File: src/rtl/sha256_round_core.sv
// Iterative SHA-256 compression core: one round per clock, a 16-word sliding
// message schedule and the final chaining addition. K is read from an external ROM.
module sha256_round_core (
  input  logic         clk,
  input  logic         rst,
  input  logic         init,
  input  logic         next,
  input  logic [511:0] block,
  output logic         ready,
  output logic [255:0] digest,
  output logic         digest_valid,
  output logic [5:0]   round,
  input  logic [31:0]  K
);

  typedef enum logic [1:0] {S_IDLE, S_ROUNDS, S_FINAL} state_t;

  localparam logic [255:0] IV = {
    32'h6a09e667, 32'hbb67ae85, 32'h3c6ef372, 32'ha54ff53a,
    32'h510e527f, 32'h9b05688c, 32'h1f83d9ab, 32'h5be0cd19
  };

  function automatic logic [31:0] big_sigma0(input logic [31:0] x);
    return {x[1:0], x[31:2]} ^ {x[12:0], x[31:13]} ^ {x[21:0], x[31:22]};
  endfunction

  function automatic logic [31:0] big_sigma1(input logic [31:0] x);
    return {x[5:0], x[31:6]} ^ {x[10:0], x[31:11]} ^ {x[24:0], x[31:25]};
  endfunction

  function automatic logic [31:0] small_sigma0(input logic [31:0] x);
    return {x[6:0], x[31:7]} ^ {x[17:0], x[31:18]} ^ (x >> 3);
  endfunction

  function automatic logic [31:0] small_sigma1(input logic [31:0] x);
    return {x[16:0], x[31:17]} ^ {x[18:0], x[31:19]} ^ (x >> 10);
  endfunction

  state_t       r_state;
  state_t       w_state_nxt;
  logic [5:0]   r_cnt;
  logic [31:0]  r_wv  [8];   // working registers a..h at index 0..7
  logic [31:0]  r_hin [8];   // chaining value captured at the accepting edge
  logic [31:0]  r_w   [16];  // message schedule window, r_w[0] is the current W
  logic [255:0] r_digest;
  logic         r_valid;

  logic         w_accept;
  logic [31:0]  w_load [8];
  logic [31:0]  w_t1;
  logic [31:0]  w_t2;
  logic [31:0]  w_wnew;

  assign w_accept = (r_state == S_IDLE) && (init || next);

  always_comb begin
    for (int i = 0; i < 8; i++) begin
      w_load[i] = init ? IV[255 - 32*i -: 32] : r_digest[255 - 32*i -: 32];
    end
  end

  assign w_t1 = r_wv[7] + big_sigma1(r_wv[4])
              + ((r_wv[4] & r_wv[5]) ^ (~r_wv[4] & r_wv[6])) + K + r_w[0];
  assign w_t2 = big_sigma0(r_wv[0])
              + ((r_wv[0] & r_wv[1]) ^ (r_wv[0] & r_wv[2]) ^ (r_wv[1] & r_wv[2]));
  assign w_wnew = small_sigma1(r_w[14]) + r_w[9] + small_sigma0(r_w[1]) + r_w[0];

  always_ff @(posedge clk or posedge rst) begin
    if (rst) r_state <= S_IDLE;
    else     r_state <= w_state_nxt;
  end

  // NOTE: default assigned first so no path through the case leaves w_state_nxt unassigned (no latch).
  always_comb begin
    w_state_nxt = r_state;
    case (r_state)
      S_IDLE:   if (w_accept) w_state_nxt = S_ROUNDS;
      S_ROUNDS: if (r_cnt == 6'd63) w_state_nxt = S_FINAL;
      S_FINAL:  w_state_nxt = S_IDLE;
      default:  w_state_nxt = S_IDLE;
    endcase
  end

  // NOTE: the working and schedule arrays are reset explicitly so a reset mid-block leaves no stale data.
  always_ff @(posedge clk or posedge rst) begin
    if (rst) begin
      r_cnt    <= '0;
      r_digest <= '0;
      r_valid  <= 1'b0;
      for (int i = 0; i < 8; i++) begin
        r_wv[i]  <= '0;
        r_hin[i] <= '0;
      end
      for (int i = 0; i < 16; i++) r_w[i] <= '0;
    end else if (w_accept) begin
      // NOTE: non-blocking assignments make every register update from pre-edge values.
      for (int i = 0; i < 8; i++) begin
        r_wv[i]  <= w_load[i];
        r_hin[i] <= w_load[i];
      end
      for (int i = 0; i < 16; i++) r_w[i] <= block[511 - 32*i -: 32];
      r_cnt   <= '0;
      r_valid <= 1'b0;
    end else if (r_state == S_ROUNDS) begin
      r_wv[0] <= w_t1 + w_t2;
      r_wv[1] <= r_wv[0];
      r_wv[2] <= r_wv[1];
      r_wv[3] <= r_wv[2];
      r_wv[4] <= r_wv[3] + w_t1;
      r_wv[5] <= r_wv[4];
      r_wv[6] <= r_wv[5];
      r_wv[7] <= r_wv[6];
      for (int i = 0; i < 15; i++) r_w[i] <= r_w[i+1];
      r_w[15] <= w_wnew;
      r_cnt   <= r_cnt + 6'd1;
    end else if (r_state == S_FINAL) begin
      for (int i = 0; i < 8; i++) r_digest[255 - 32*i -: 32] <= r_hin[i] + r_wv[i];
      r_valid <= 1'b1;
    end
  end

  assign ready        = (r_state == S_IDLE);
  assign digest       = r_digest;
  assign digest_valid = r_valid;
  assign round        = (r_state == S_ROUNDS) ? r_cnt : 6'd0;

endmodule
File: config.mk
export PLATFORM = sky130hd
export DESIGN_NAME = sha256_round_core
export DESIGN_NICKNAME = d
export VERILOG_FILES = /design/src/rtl/sha256_round_core.sv
export SDC_FILE = /design/constraint.sdc
export NUM_CORES = 2
export LEC_CHECK = 0
export ABC_AREA = 1
export BUFFER_PORTS_ARGS = -buffer_cell sky130_fd_sc_hd__buf_2
export CAP_MARGIN = 5
export CORE_MARGIN = 3
export CORE_UTILIZATION = 54
export CTS_BUF_LIST = sky130_fd_sc_hd__clkbuf_16
export CTS_CLUSTER_DIAMETER = 40
export DETAILED_ROUTE_END_ITERATION = 7
export PLACE_DENSITY_LB_ADDON = 0.1
export SYNTH_ARGS = -nofsm -noshare
export SYNTH_HDL_FRONTEND = slang
export SYNTH_SLANG_ARGS = --single-unit
File: constraint.sdc
create_clock -name clk -period 51 [get_ports clk]
set_clock_uncertainty 0.15 [all_clocks]
set_input_delay 2.55 -clock clk [delete_from_list [all_inputs] [get_ports clk]]
set_output_delay 2.55 -clock clk [all_outputs]
set_load 0.05 [all_outputs]
==> run_results.csv <==
group,metric,value,unit
global_route,overflow,0,
routing,dr_total_vias,86400,
floorplanning,die_w,403,um
floorplanning,start_util,54.4,%
sta,setup_viol,0,
clocking,postCtsSetupBuffers,0,
sta,max_freq,0.120,GHz
layout,fillCellCount,13900,
sta,grt_setup_unrepaired,"false",
global_route,antenna_found_initial,82,
floorplanning,fp-row-count,145,
logic_synthesis,ys_ff_latch,1289,
worst_setup_path,cp_max_fo,5,
logic_synthesis,synth_edf_count,0,
status,status,"finished, violations left",
global_route,grt_pass1_wl,533,mm
worst_setup_path,reg2reg_depth,29,
sta,fin_setup_tns,0,ns
worst_setup_path,cpMostUsedCell,"inv_1",
sta,post-route-period-util,16.4,%
clocking,insertion_delay,0.88,ns
placed_design,dp_hpwl,283,mm
floorplanning,die_h,403,um
layout,ff_latch_area,0.0323,mm2
routing,wirelength,369,mm
layout,area_growth,14.8,%
clocking,cts_tree,"done",
min_path,hp-start,"r_hin[226]$_DFFE_PP0P_",
worst_setup_path,cp.required,51.59,ns
layout,drive_above_1_share,11.0,%
clocking,numCtsBuffers,208,
logic_synthesis,syn_area,0.0851,mm2
worst_setup_path,reg2reg_slack,43.73,ns
clocking,clkTransAtPathRegs,0.05,ns
worst_setup_path,rr_startpoint,"r_w[481]$_DFFE_PP0P_",
worst_setup_path,crit_path_start_kind,"input pin",
min_path,hold_path.class,"reg -> reg",
worst_setup_path,r2r_end,"r_wv[254]$_DFFE_PP0P_",
logic_synthesis,ys_async_sr_fraction,100,%
worst_setup_path,critPathKind,"in -> reg",
clocking,clockBufferDepth,3,
status,violations,"design-rule violations",
job,maxCapViolCount,0,
sta,max_slew_margin,14.3,%
layout,multi_input_area,0.0440,mm2
min_path,worst_hold_path.endpoint,"r_hin[226]$_DFFE_PP0P_",
worst_setup_path,slowest_stage,"xnor2_1",
routing,drc_errors,5,
worst_setup_path,cp_num_buf_inv,8,
placed_design,place.port_buffers,811,
global_route,grt_use_total,44.3,%
floorplanning,io_pins,812,
layout,fin_nets,13100,
clocking,postCtsHoldBufs,0,
clocking,htreeDepth,4,
sta,slew_viol_final,0,
logic_synthesis,netlist-cell-type-count,53,
clocking,cts.sinks,1289,
clocking,ctsResizeCount,0,
worst_setup_path,crit_family,"adder cells",
worst_setup_path,max_stage_delay,0.61,ns
logic_synthesis,synth_top_area_share,37.9,%
clocking,clock-root-buffer,"clkbuf_16",
logic_synthesis,syn_inst,11400,
routing,dr.pass1.iters,8,
logic_synthesis,synth-main-ff-cell,"dfrtp_1",
worst_setup_path,worstPathArrival,8.94,ns
logic_synthesis,yosys-top-cells-count,"2388 x o21ai_0, 2086 x nand2_1, 1839 x inv_1, 1289 x dfrtp_1, 587 x nor2_1",
routing,vias_per_cell,6.05,
sta,worst_slew_pin_slew,1.29,ns
floorplanning,die-area,0.162,mm2
logic_synthesis,yosysTopAreaCell,"dfrtp_1",
logic_synthesis,yosys-top-cells-area,"dfrtp_1 38%, o21ai_0 14%, nand2_1 9.2%",
min_path,hold_path_depth,2,
global_route,grt_max_degree,279,
logic_synthesis,avgSynthCellArea,7.48,um2
sta,hold_violations,0,
placed_design,gp_congestion,1.05,
floorplanning,core_area,0.156,mm2
routing,ant_nets,0,
logic_synthesis,synth_nets,12500,
worst_setup_path,crit_path_end_kind,"flop",
logic_synthesis,synth.most_common_cell,"o21ai_0",
logic_synthesis,yosysSeqAreaShare,37.9,%
logic_synthesis,yosysWarnings,0,
routing,routedWlPerCell,25.8,um
sta,finalCriticalPeriod,8.35,ns
global_route,grt_pass1_vias,81800,
routing,initialDrtViolationCount,12100,
logic make-up after synthesis:
logic type | after synthesis | share of synthesized area, %
compound gates | 3378 | 21.1
xor+xnor | 364 | 3.75
fa+ha+maj | 568 | 10.1
buf+inv | 2324 | 10.4
flops | 1289 | 37.9
simple gates | 3444 | 16.7
worst min-delay path, stage by stage, from the launching register on:
cell	delay, ns
dfrtp_1	0.34
nand2_1	0.05
nand2_1	0.05
registers in the layout, summed over array words and instances (netlist names):
signal and cells:
r_w 512, r_state 2, r_hin 256, r_cnt 6
digest_valid 1, r_wv 256, digest 256
cell usage in the layout (no fill, tap or decap), types with 28 or more instances in the layout:
cell type  netlist  routed
a31oi_1        102     102
diode_2          0      57
nand3b_1        28      28
nand2_1       2086    2085
inv_1         1839    1855
o21bai_1        58      58
o21ai_0       2388    2388
a21oi_1        469     469
o22ai_1         92      92
o211ai_1        39      39
buf_2           89     810
dfrtp_1       1289    1289
nor3_1         100     100
or2_2           62      62
nand4_1        115     115
ha_1           373     373
clkinv_2         0      28
o21ai_1         60      60
nand3_1        428     428
clkbuf_16        0     209
xnor2_1        181     181
nor2_1         587     587
buf_4            1      48
fa_1           195     195
xor2_1         183     183
metal layers:
| metal | GRT usage (%) | vias up | wire [um] |
|---|---|---|---|
| li1 | - | 38500 | - |
| met1 | 57.0 | 41400 | 140000 |
| met2 | 66.3 | 5272 | 159000 |
| met3 | 11.7 | 1141 | 40500 |
| met4 | 28.6 | 34 | 28400 |
| met5 | 0 | - | 232 |
through the flow:
| stage | hold WS [ns] | cell area, um2 | setup WS (ns) | util [%] | cells |
|---|---|---|---|---|---|
| floorplan | 0.299 | 85100 | 11.97 | - | 11400 |
| global placement | 0.317 | 90300 | 42.01 | 57.8 | 13800 |
| detailed placement | 0.320 | 90300 | 42.02 | 57.8 | 13800 |
| CTS | 0.336 | 97500 | 42.89 | 62.3 | 14200 |
| global route | 0.353 | 97600 | 42.38 | 62.4 | 14300 |
| finish | 0.335 | 97600 | 42.65 | 62.4 | 14300 |
layout make-up:
type	count	area share (%)
Timing Repair Buffer	867	4.69
Clock buffer	209	5.36
Clock inverter	187	1.98
Tap cell	2058	2.64
Inverter	1844	7.13
Sequential cell	1289	33.0
Antenna cell	57	0.146
Multi-Input combinational cell	7754	45.0
how the worst max path moves through the flow:
stage,slack (ns),startpoint,endpoint,cells after the start
finish,42.65,K[1],r_wv[254]$_DFFE_PP0P_,30
global route,42.38,K[1],r_wv[240]$_DFFE_PP0P_,29
CTS,42.89,K[1],r_wv[254]$_DFFE_PP0P_,30
detailed placement,42.02,K[1],r_wv[254]$_DFFE_PP0P_,30
global placement,42.01,K[1],r_wv[254]$_DFFE_PP0P_,30
floorplan,11.97,rst,digest[0]$_DFFE_PP0P_,1
Power is left out: the tool's default activity adds up to more than one toggle a clock period on the data nets, which glitch-free logic cannot reach.
